--- src/rtl/pipe_hazard_ctrl.sv ---
// Stall/flush sequencer for the 5-stage pipeline: load-use, taken branch, memory wait, HALT drain.
// Optional stall counter enabled with `define PIPE_CTRL_PERF_EN.
module pipe_hazard_ctrl #(
  parameter int DRAIN_CYCLES = 3,
  parameter int CNT_W        = 16
) (
  input  logic       clk,
  input  logic       rst,
  input  logic [2:0] id_rs,
  input  logic [2:0] id_rt,
  input  logic       id_uses_rs,
  input  logic       id_uses_rt,
  input  logic       id_halt,
  input  logic [2:0] ex_rd,
  input  logic       ex_memread,
  input  logic       mem_branch,
  input  logic       mem_busy,
  output logic       pc_en,
  output logic       ifid_en,
  output logic       ifid_flush,
  output logic       idex_en,
  output logic       idex_flush,
  output logic       exmem_en,
  output logic       exmem_flush,
  output logic       memwb_en,
  output logic       halted
`ifdef PIPE_CTRL_PERF_EN
  ,
  output logic [CNT_W-1:0] stall_cnt
`endif
);

  typedef enum logic [1:0] {RUN, DRAIN, HALTED} state_t;

  typedef struct packed {
    logic pc_en;
    logic ifid_en;
    logic ifid_flush;
    logic idex_en;
    logic idex_flush;
    logic exmem_en;
    logic exmem_flush;
    logic memwb_en;
  } ctrl_t;

  localparam logic [1:0] DRAIN_INIT = 2'(DRAIN_CYCLES - 1);

  state_t     state;
  logic [1:0] drain_cnt;
  ctrl_t      ctrl;
  logic       load_use;

  assign load_use = ex_memread &
                    ((id_uses_rs & (id_rs == ex_rd)) | (id_uses_rt & (id_rt == ex_rd)));

  always_comb begin
    ctrl = '{pc_en: 1'b1, ifid_en: 1'b1, ifid_flush: 1'b0, idex_en: 1'b1,
             idex_flush: 1'b0, exmem_en: 1'b1, exmem_flush: 1'b0, memwb_en: 1'b1};
    if (rst) begin
      ctrl = '{pc_en: 1'b0, ifid_en: 1'b0, ifid_flush: 1'b1, idex_en: 1'b0,
               idex_flush: 1'b1, exmem_en: 1'b0, exmem_flush: 1'b1, memwb_en: 1'b0};
    end else if (state == HALTED || mem_busy) begin
      ctrl = '0;
    end else if (mem_branch) begin
      // PC takes the branch target; everything younger than MEM is wrong-path.
      ctrl.ifid_flush  = 1'b1;
      ctrl.idex_flush  = 1'b1;
      ctrl.exmem_flush = 1'b1;
    end else if (state == DRAIN) begin
      ctrl.pc_en      = 1'b0;
      ctrl.ifid_flush = 1'b1;
      ctrl.idex_flush = 1'b1;
    end else if (load_use) begin
      ctrl.pc_en      = 1'b0;
      ctrl.ifid_en    = 1'b0;
      ctrl.idex_flush = 1'b1;
    end else if (id_halt) begin
      ctrl.pc_en      = 1'b0;
      ctrl.ifid_flush = 1'b1;
    end
  end

  assign pc_en       = ctrl.pc_en;
  assign ifid_en     = ctrl.ifid_en;
  assign ifid_flush  = ctrl.ifid_flush;
  assign idex_en     = ctrl.idex_en;
  assign idex_flush  = ctrl.idex_flush;
  assign exmem_en    = ctrl.exmem_en;
  assign exmem_flush = ctrl.exmem_flush;
  assign memwb_en    = ctrl.memwb_en;
  assign halted      = (state == HALTED) & ~rst;

  always_ff @(posedge clk) begin
    if (rst) begin
      state     <= RUN;
      drain_cnt <= 2'd0;
    end else if (!mem_busy) begin
      case (state)
        RUN: begin
          if (!mem_branch && !load_use && id_halt) begin
            state     <= DRAIN;
            drain_cnt <= DRAIN_INIT;
          end
        end
        DRAIN: begin
          // A taken branch ahead of the HALT means the HALT was fetched down the wrong path.
          if (mem_branch) begin
            state     <= RUN;
            drain_cnt <= 2'd0;
          end else if (drain_cnt == 2'd0) begin
            state <= HALTED;
          end else begin
            drain_cnt <= drain_cnt - 2'd1;
          end
        end
        default: ;
      endcase
    end
  end

`ifdef PIPE_CTRL_PERF_EN
  always_ff @(posedge clk) begin
    if (rst)
      stall_cnt <= '0;
    else if (!pc_en && state != HALTED && stall_cnt != {CNT_W{1'b1}})
      stall_cnt <= stall_cnt + 1'b1;
  end
`else
  logic unused_cnt_w;
  assign unused_cnt_w = (CNT_W > 0);
`endif

endmodule

--- config.mk ---
export PLATFORM = sky130hd
export DESIGN_NAME = pipe_hazard_ctrl
export DESIGN_NICKNAME = d
export VERILOG_FILES = /design/src/rtl/pipe_hazard_ctrl.sv
export SDC_FILE = /design/constraint.sdc
export NUM_CORES = 1
export LEC_CHECK = 0
export BUFFER_PORTS_ARGS = -buffer_cell sky130_fd_sc_hd__buf_2
export CORE_AREA = 2 2 39 41
export CTS_CLUSTER_DIAMETER = 100
export CTS_CLUSTER_SIZE = 24
export DETAILED_ROUTE_END_ITERATION = 8
export DIE_AREA = 0 0 41 43
export PLACE_DENSITY = 0.64
export SYNTH_ARGS = -nofsm -noshare
export SYNTH_HDL_FRONTEND = slang
export SYNTH_SLANG_ARGS = --single-unit
export TNS_END_PERCENT = 10
--- constraint.sdc ---
create_clock -name clk -period 1.6 [get_ports clk]
set_input_delay 0.32 -clock clk [delete_from_list [all_inputs] [get_ports clk]]
set_output_delay 0.32 -clock clk [all_outputs]
set_load 0.005 [all_outputs]
### Word level (Yosys, flattened, before mapping)

Index checks and enable logic that the tools add are counted.

* reduce and logical (&&, ||, !) cells: 10
* eq/ne operators: 7
* add/sub/neg operators: 1
* bitwise operators: 7
* muxes and demuxes: 27

Operator list (number)
* $mux 1: 16
* $mux 2: 7
* $mux 8: 1
* $pmux 2 s2: 2
* $reduce_and 4->1: 2
* $eq 3x3->1: 2
* $and 1x1->1: 4
* $logic_not 2->1: 2
* $mux 3: 1
* $ne 3x2->1 const B: 1
* $ne 3x3->1 const B: 1
* $eq 2x1->1 const B: 1
* $eq 2x2->1 const B: 1
* $logic_and 1x1->1: 2
* $logic_not 1->1: 2
* $ne 2x2->1 const B: 1
* $not 1->1: 2
* $reduce_bool 2->1: 1
* $sub 2x1->2 const B: 1
* $logic_or 1x1->1: 1
* $or 1x1->1: 1

* output and inout bits: 9
* logic and storage cells: 54
* bits of input ports: 17
* register bits after elaboration: 4

### Longest topological paths before layout

Gate-level depths: netlist of run 1.

* depth in word-level cells: 9
* depth in mapped cells: 7
* depth with buffers taken out: 7

### Worst setup path before layout of run 1

No wires, ideal clock.

* path kind: register to output
* start point: register state[0]
* end point: output port ifid_en
* data required time: 1.280 ns
* cell stages (with the launch flop): 6
* arrival: 1.346 ns
* path slack: -0.066 ns
* buffers on the path: 1
* cell sequence: dfxtp_1 > clkbuf_1 > inv_1 > a21oi_1 > nor2b_1 > o31a_2

* cells in the longest elaborated chain, start to end: 5
* elaborated cells on any way between the ends: 7
* classes of those cells: 2 x eq/ne; 4 x mux; 1 x reduce/logical

Ends and longest elaborated chain
* start: declaration: line 48 `state_t state;`
* start signal: assignment: line 95 `state <= RUN;`
* start signal: assignment: line 101 `state <= DRAIN;`
* start signal: assignment: line 108 `state <= RUN;`
* $eq 2x1->1: line 69 `end else if (state == DRAIN) begin`
* $mux 1: line 69
* $mux 2: line 64 `end else if (mem_branch) begin`
* $mux 3 *: line 62 `end else if (state == HALTED || mem_busy) begin`
* $mux 8 *: line 59 `if (rst) begin`
* end: declaration: line 19 `output logic ifid_en,`

Mark *: on every way between the ends. The rest lies on a longest branch, timed or not.

### Final worst setup path of run 1

* start point: register state[0]
* end point: output port idex_flush

* cells in the longest elaborated chain, start to end: 5
* elaborated cells on any way between the ends: 7
* classes of those cells: 2 x eq/ne; 4 x mux; 1 x reduce/logical

Ends and longest elaborated chain
* $eq 2x1->1: line 69
* $mux 1: line 69
* $mux 1: line 64
* $mux 1 *: line 62
* $mux 8 *: line 59
* end: declaration: line 22 `output logic idex_flush,`

Marked as above.

==> metrics.txt, run 1 <==
crit path time final 1.70 ns; Worst Path Class, Setup register to primary output; Maximum Capacitance Violations 0; Slowest-stage cell, CP or3b_4; share of cells above drive strength 1 0.611; crit path buf inv count 2; Post-DRT Antenna Nets 0; failing checks negative setup slack; mapped cell area roughly 450 sq um; share of the synthesized area in the top cell type 0.177; Slew HR 0.817; slowest stage delay, CP 0.40 ns; Core Footprint ~1400 sq um; most common cell after layout, fill and taps aside buf_2; clock sinks 4; Yosys cell types 31; Most common cell on crit path buf_6; global router's overall resource usage 0.181; iteration-0 DRC count of the detailed router 9; final wirelength 1.36 mm; Via Count roughly 560; post-synthesis sequential area ratio 0.177; Hold Vio Cnt, Final 0; Die Area 1760 sq um; # fillers 122; Pleak between 0.3 and 0.4 nW; Post-DP HPWL roughly 1000 um; largest net degree at the start of global routing 9; Hold/Removal Path Class input port to register; fin nets approximately 120; post-synthesis cell count a little over 60; gr ovfl total 0; Starting Density 0.327; DRC 0; H-tree depth 1; Synth area leader dfxtp_1; Clock Latency Late Sink roughly 0.23 ns; vias in the first global route around 570; Worst Max-Slew Pin Slew 0.272 ns; CP endpoint kind primary output; # hold bufs at CTS 0; clock root buffer clkbuf_4; most frequent cells in the layout 19 x buf_2, 10 x buf_4, 5 x nor2_1, 5 x buf_6; initial antenna violation count 0; vias per cell a little over 5; status finished, violations left; I/O Pins 26; Post-Syn Nets between 70 and 80; Chip Width roughly 41 um; #FFs+latches synth 4; Critical Path AT approximately 1.4 ns; first-pass GRT wire length 2.24 mm; Top delay family on crit path simple AND/OR/NAND/NOR gates; Worst-path clk slew 0.04 ns; CP cell instances buf_6, o2111ai_2, or3b_4, buf_6; drt pass-1 iters 4; Port Buffer Count 25; Max Freq between 500 and 600 MHz; Pwr Total between 0.4 and 0.5 mW; Power Dens Cells between 500 and 600 nW/um^2; startpoint class of the critical path register; Max rail drop VDD 0.294 mV; PnR worst setup slack -0.103 ns; P&R area growth vs syn 76.0%; ANT cells 0; pre-CTS WS -0.132 ns; Crit Path Max Fanout 6; Fin Setup TNS -0.267 ns; final setup violation count 4; DIE HEIGHT ~43 um; largest buffer count on any clock path 2; synth warn 0; share of the clock period used by the worst path 1.06; fin. max-slew vios 0; Layout Skew ~0.0027 ns; CTS tree yes; RSZ-0062 raised after global routing true; Inserted Clock Buffers 3; std cell rows 14; flop-to-flop setup slack roughly 0.06 ns; largest cells by area after synthesis dfxtp_1 18%, xnor2_1 12%, nor3_1 4.4%; required time of the critical path 1.28 ns; DR WL/cell roughly 12 um; placer congestion estimate between 0.7 and 0.8; Syn Area/Cell roughly 7.4 sq um
-- area by class of cell --
class | count | area [sq um] | share of cell area
tap | 16 | 20.0 | 0.0251
sequential | 4 | 87.6 | 0.110
multi-input combinational | 47 | 392 | 0.491
inverter | 5 | 18.8 | 0.0235
clock buffer | 3 | 22.5 | 0.0283
timing repair buffer | 36 | 256 | 0.322
-- cell usage after synthesis --
library cell,n
and3_1,1
nor3_1,4
dfxtp_1,4
a21oi_2,1
clkbuf_1,2
o21a_1,1
nand2b_1,2
a21oi_1,3
or3_1,1
ha_1,1
or2_2,1
nand2_1,4
o2111ai_1,1
nor2_1,5
o31ai_1,2
o31a_2,1
a21boi_0,1
nand4_1,2
nor4b_1,1
inv_1,5
a211oi_2,1
o31a_1,1
or4b_4,1
buf_4,2
nor4_1,1
or3b_2,1
a311o_1,1
xnor2_1,6
buf_6,1
nor2b_1,1
o21ai_0,2
-- stage by stage --
step / instances / hold slack (ns) / area, sq um / utilization
3_3_place_gp: 108 / 0.492 / 649 / 0.469
2_1_floorplan: 61 / 0.462 / 455 / -
6_report: 111 / 0.472 / 797 / 0.576
3_5_place_dp: 108 / 0.503 / 649 / 0.469
4_1_cts: 111 / 0.448 / 752 / 0.543
5_1_grt: 111 / 0.484 / 797 / 0.576
-- registers in the layout, indices dropped and copies added, names as in the netlist --
name	flops
drain_cnt	2
state	2
-- path summary, 6_finish.rpt --
check | endpoint | cells after the start | start
min | drain_cnt[1]$_SDFFE_PP0P_ | 3 | rst
max reg2reg | drain_cnt[1]$_SDFFE_PP0P_ | 5 | state[1]$_SDFFE_PP0P_
max | idex_flush | 4 | state[0]$_SDFFE_PP0P_
min reg2reg | drain_cnt[0]$_SDFFE_PP0P_ | 2 | drain_cnt[0]$_SDFFE_PP0P_
-- report_power, final --
group	switching, mW	total, mW	internal, mW
registers	0.00343	0.105	0.102
logic	0.0727	0.173	0.100
clock network	0.0412	0.125	0.0839
-- metal layers --
metal	track usage	up-vias	share of wire
met4	0.0800	0	0
met5	0	-	0
met1	0.231	260	0.39
li1	-	286	-
met2	0.300	13	0.57
met3	0.00524	0	0.041
-- kinds of logic (layout without fill, tap and decap cells) --
logic type               after synthesis  in the layout  synth area share
AO/OA/AOI/OAI                         15             15             0.251
XOR/XNOR                               6              6             0.116
adder cells (fa/ha/maj)                1              1            0.0276
buffers and inverters                 10             44             0.116
flip-flops                             4              4             0.177
AND/OR/NAND/NOR                       25             25             0.312
-- tightest hold or removal path: cells and delay by family --
kind	cells	cell delay, ns
buffers and inverters	2	0.28
AOI/OAI and AO/OA	1	0.04
-- what timing repair did --
action                                  4_1_cts  5_1_grt
buffers inserted                              0        0
resized for setup                            22       10
pin swaps                                    10        7
endpoints found under the setup margin        8        6
No activity file was read; power rests on OpenSTA's default activity.
==> inputs of run 2 (changes only) <==
--- a/config.mk
+++ b/config.mk
@@ -11,6 +11,7 @@
 export CTS_CLUSTER_SIZE = 24
 export DETAILED_ROUTE_END_ITERATION = 8
 export DIE_AREA = 0 0 41 43
+export GPL_TIMING_DRIVEN = 0
 export PLACE_DENSITY = 0.64
 export SYNTH_ARGS = -nofsm -noshare
 export SYNTH_HDL_FRONTEND = slang
==> run 2 against run 1 <==
Net effect: the flow still finishes with violations (negative setup slack); sequential share of layout area shrank 0.10 points; sequential power is essentially flat; via count grew 4.8%; flip-flop and latch count is the same; worst hold slack lost 0.011 ns; maximum frequency grew 0.37%; critical path type is now input port to primary output; largest cell class unchanged.
==> metrics.txt, run 2 (synthesized netlist as in run 1, its figures left out) <==
status finished, violations left; failing checks negative setup slack; Via Count 586; share of the clock period used by the worst path 1.06; final setup violation count 7; largest net degree at the start of global routing 11; Chip Width just over 40 um; Crit Path Max Fanout 3; Maximum Capacitance Violations 0; Post-DRT Antenna Nets 0; clock sinks 4; post-route cell area between 800 and 900 sq um; DRC 0; Hold Path Depth 4; crit path time final 1.70 ns; first-pass GRT wire length roughly 2.4 mm; Worst Max-Slew Pin Slew between 0.5 and 0.6 ns; iteration-0 DRC count of the detailed router 18; flop-to-flop setup slack -0.03 ns; Max rail drop VDD 0.240 mV; P&R area growth vs syn 77.6%; share of cells above drive strength 1 0.659; global router's overall resource usage 0.194; drt pass-1 iters 4; placer congestion estimate 0.777; DR WL/cell 13.6 um; Post-DP HPWL about 1 mm; # hold bufs at CTS 0; Inserted Clock Buffers 3; hold_ws 0.461 ns; clock root buffer clkbuf_4; post-route core utilization 0.581; ANT cells 0; startpoint class of the critical path input port; Core Footprint about 1400 sq um; CP endpoint kind primary output; vias in the first global route approximately 600; Starting Density 0.327; CTS tree yes; Critical Path AT 1.38 ns; initial antenna violation count 0; Top Registers drain_cnt: 2 flops, state: 2 flops; largest buffer count on any clock path 2; Max Freq approximately 590 MHz; Port Buffer Count 23; H-tree depth 1; std cell rows 14; fin nets around 110; Clock Latency Late Sink 0.23 ns; PnR worst setup slack -0.0968 ns; vias per cell around 5.5; required time of the critical path approximately 1.3 ns; I/O Pins 26; Pleak ~0.36 nW; Power Dens Cells about 500 nW/um^2; DIE HEIGHT about 43 um; Die Area ~1800 sq um; Worst-path clk slew about 0.04 ns; Hold/Removal Path Class input port to register; Hold Vio Cnt, Final 0; most frequent cells in the layout 16 x buf_2, 7 x buf_4, 6 x buf_6, 6 x xnor2_2, 5 x nor2_1; Reg2Reg Depth 6; Slew HR 0.655; fin. max-slew vios 0; Worst Path Class, Setup input port to primary output; Worst Setup SP id_rt[0]; RR Startpoint state[1]$_SDFFE_PP0P_; HP Start mem_branch; Pwr Total just over 0.4 mW; Layout Skew about 0.0031 ns; final wirelength roughly 1.5 mm; gr ovfl total 0; DP Area 591 sq um; most common cell after layout, fill and taps aside buf_2; RSZ-0062 raised after global routing true
## run 2: cell count changes in the layout (fill, tap and decap cells not counted), sizes merged
cell and change:
buf -5, clkbuf +1
## run 2: where the power goes
group	switching [mW]	leakage, nW	internal (mW)	total (mW)
Clock	0.0410	0.0138	0.0839	0.125
Combinational	0.0761	0.314	0.0994	0.175
Sequential	0.00411	0.0340	0.102	0.106
Total	0.121	0.361	0.285	0.406
## run 2: through the flow
step           cells  setup slack (ns)  setup TNS [ns]
3_3_place_gp     100            -0.205           -1.16
4_1_cts          107           -0.0676          -0.243
2_1_floorplan     61            0.0243               0
6_report         107           -0.0968          -0.317
3_5_place_dp     100            -0.263           -1.59
5_1_grt          107            -0.141          -0.657
## run 2: routing by layer
metal  part of all wire  vias up  global-route usage
met1               0.35      271               0.220
met5                  0        -                   0
met4              0.027        0               0.127
met3              0.047        4              0.0157
li1                   -      280                   -
met2               0.58       31               0.322
## run 2: final timing paths
check / end
worst min register to register: drain_cnt[0]$_SDFFE_PP0P_
worst max register to register: drain_cnt[0]$_SDFFE_PP0P_
worst min-delay path: drain_cnt[0]$_SDFFE_PP0P_
worst max-delay path: idex_flush
## run 2: cell type report
type,count,area [sq um]
fill,126,579
multi-input combinational,47,419
timing repair buffer,28,204
sequential,4,87.6
buffer,4,30.0
clock buffer,3,22.5
inverter,5,21.3
tap,16,20.0
## run 2: timing repair
action,in CTS,in global routing
buffers inserted,5,0
gates resized for setup,33,6
setup endpoints to repair,8,9
pin swaps,14,7
## run 2: worst max-delay path, cell delays in order
cell       delay [ns]
buf_2            0.11
xnor2_2          0.12
nand4_1          0.15
nand2_2          0.09
o2111ai_2        0.06
or3b_4           0.39
buf_6            0.12
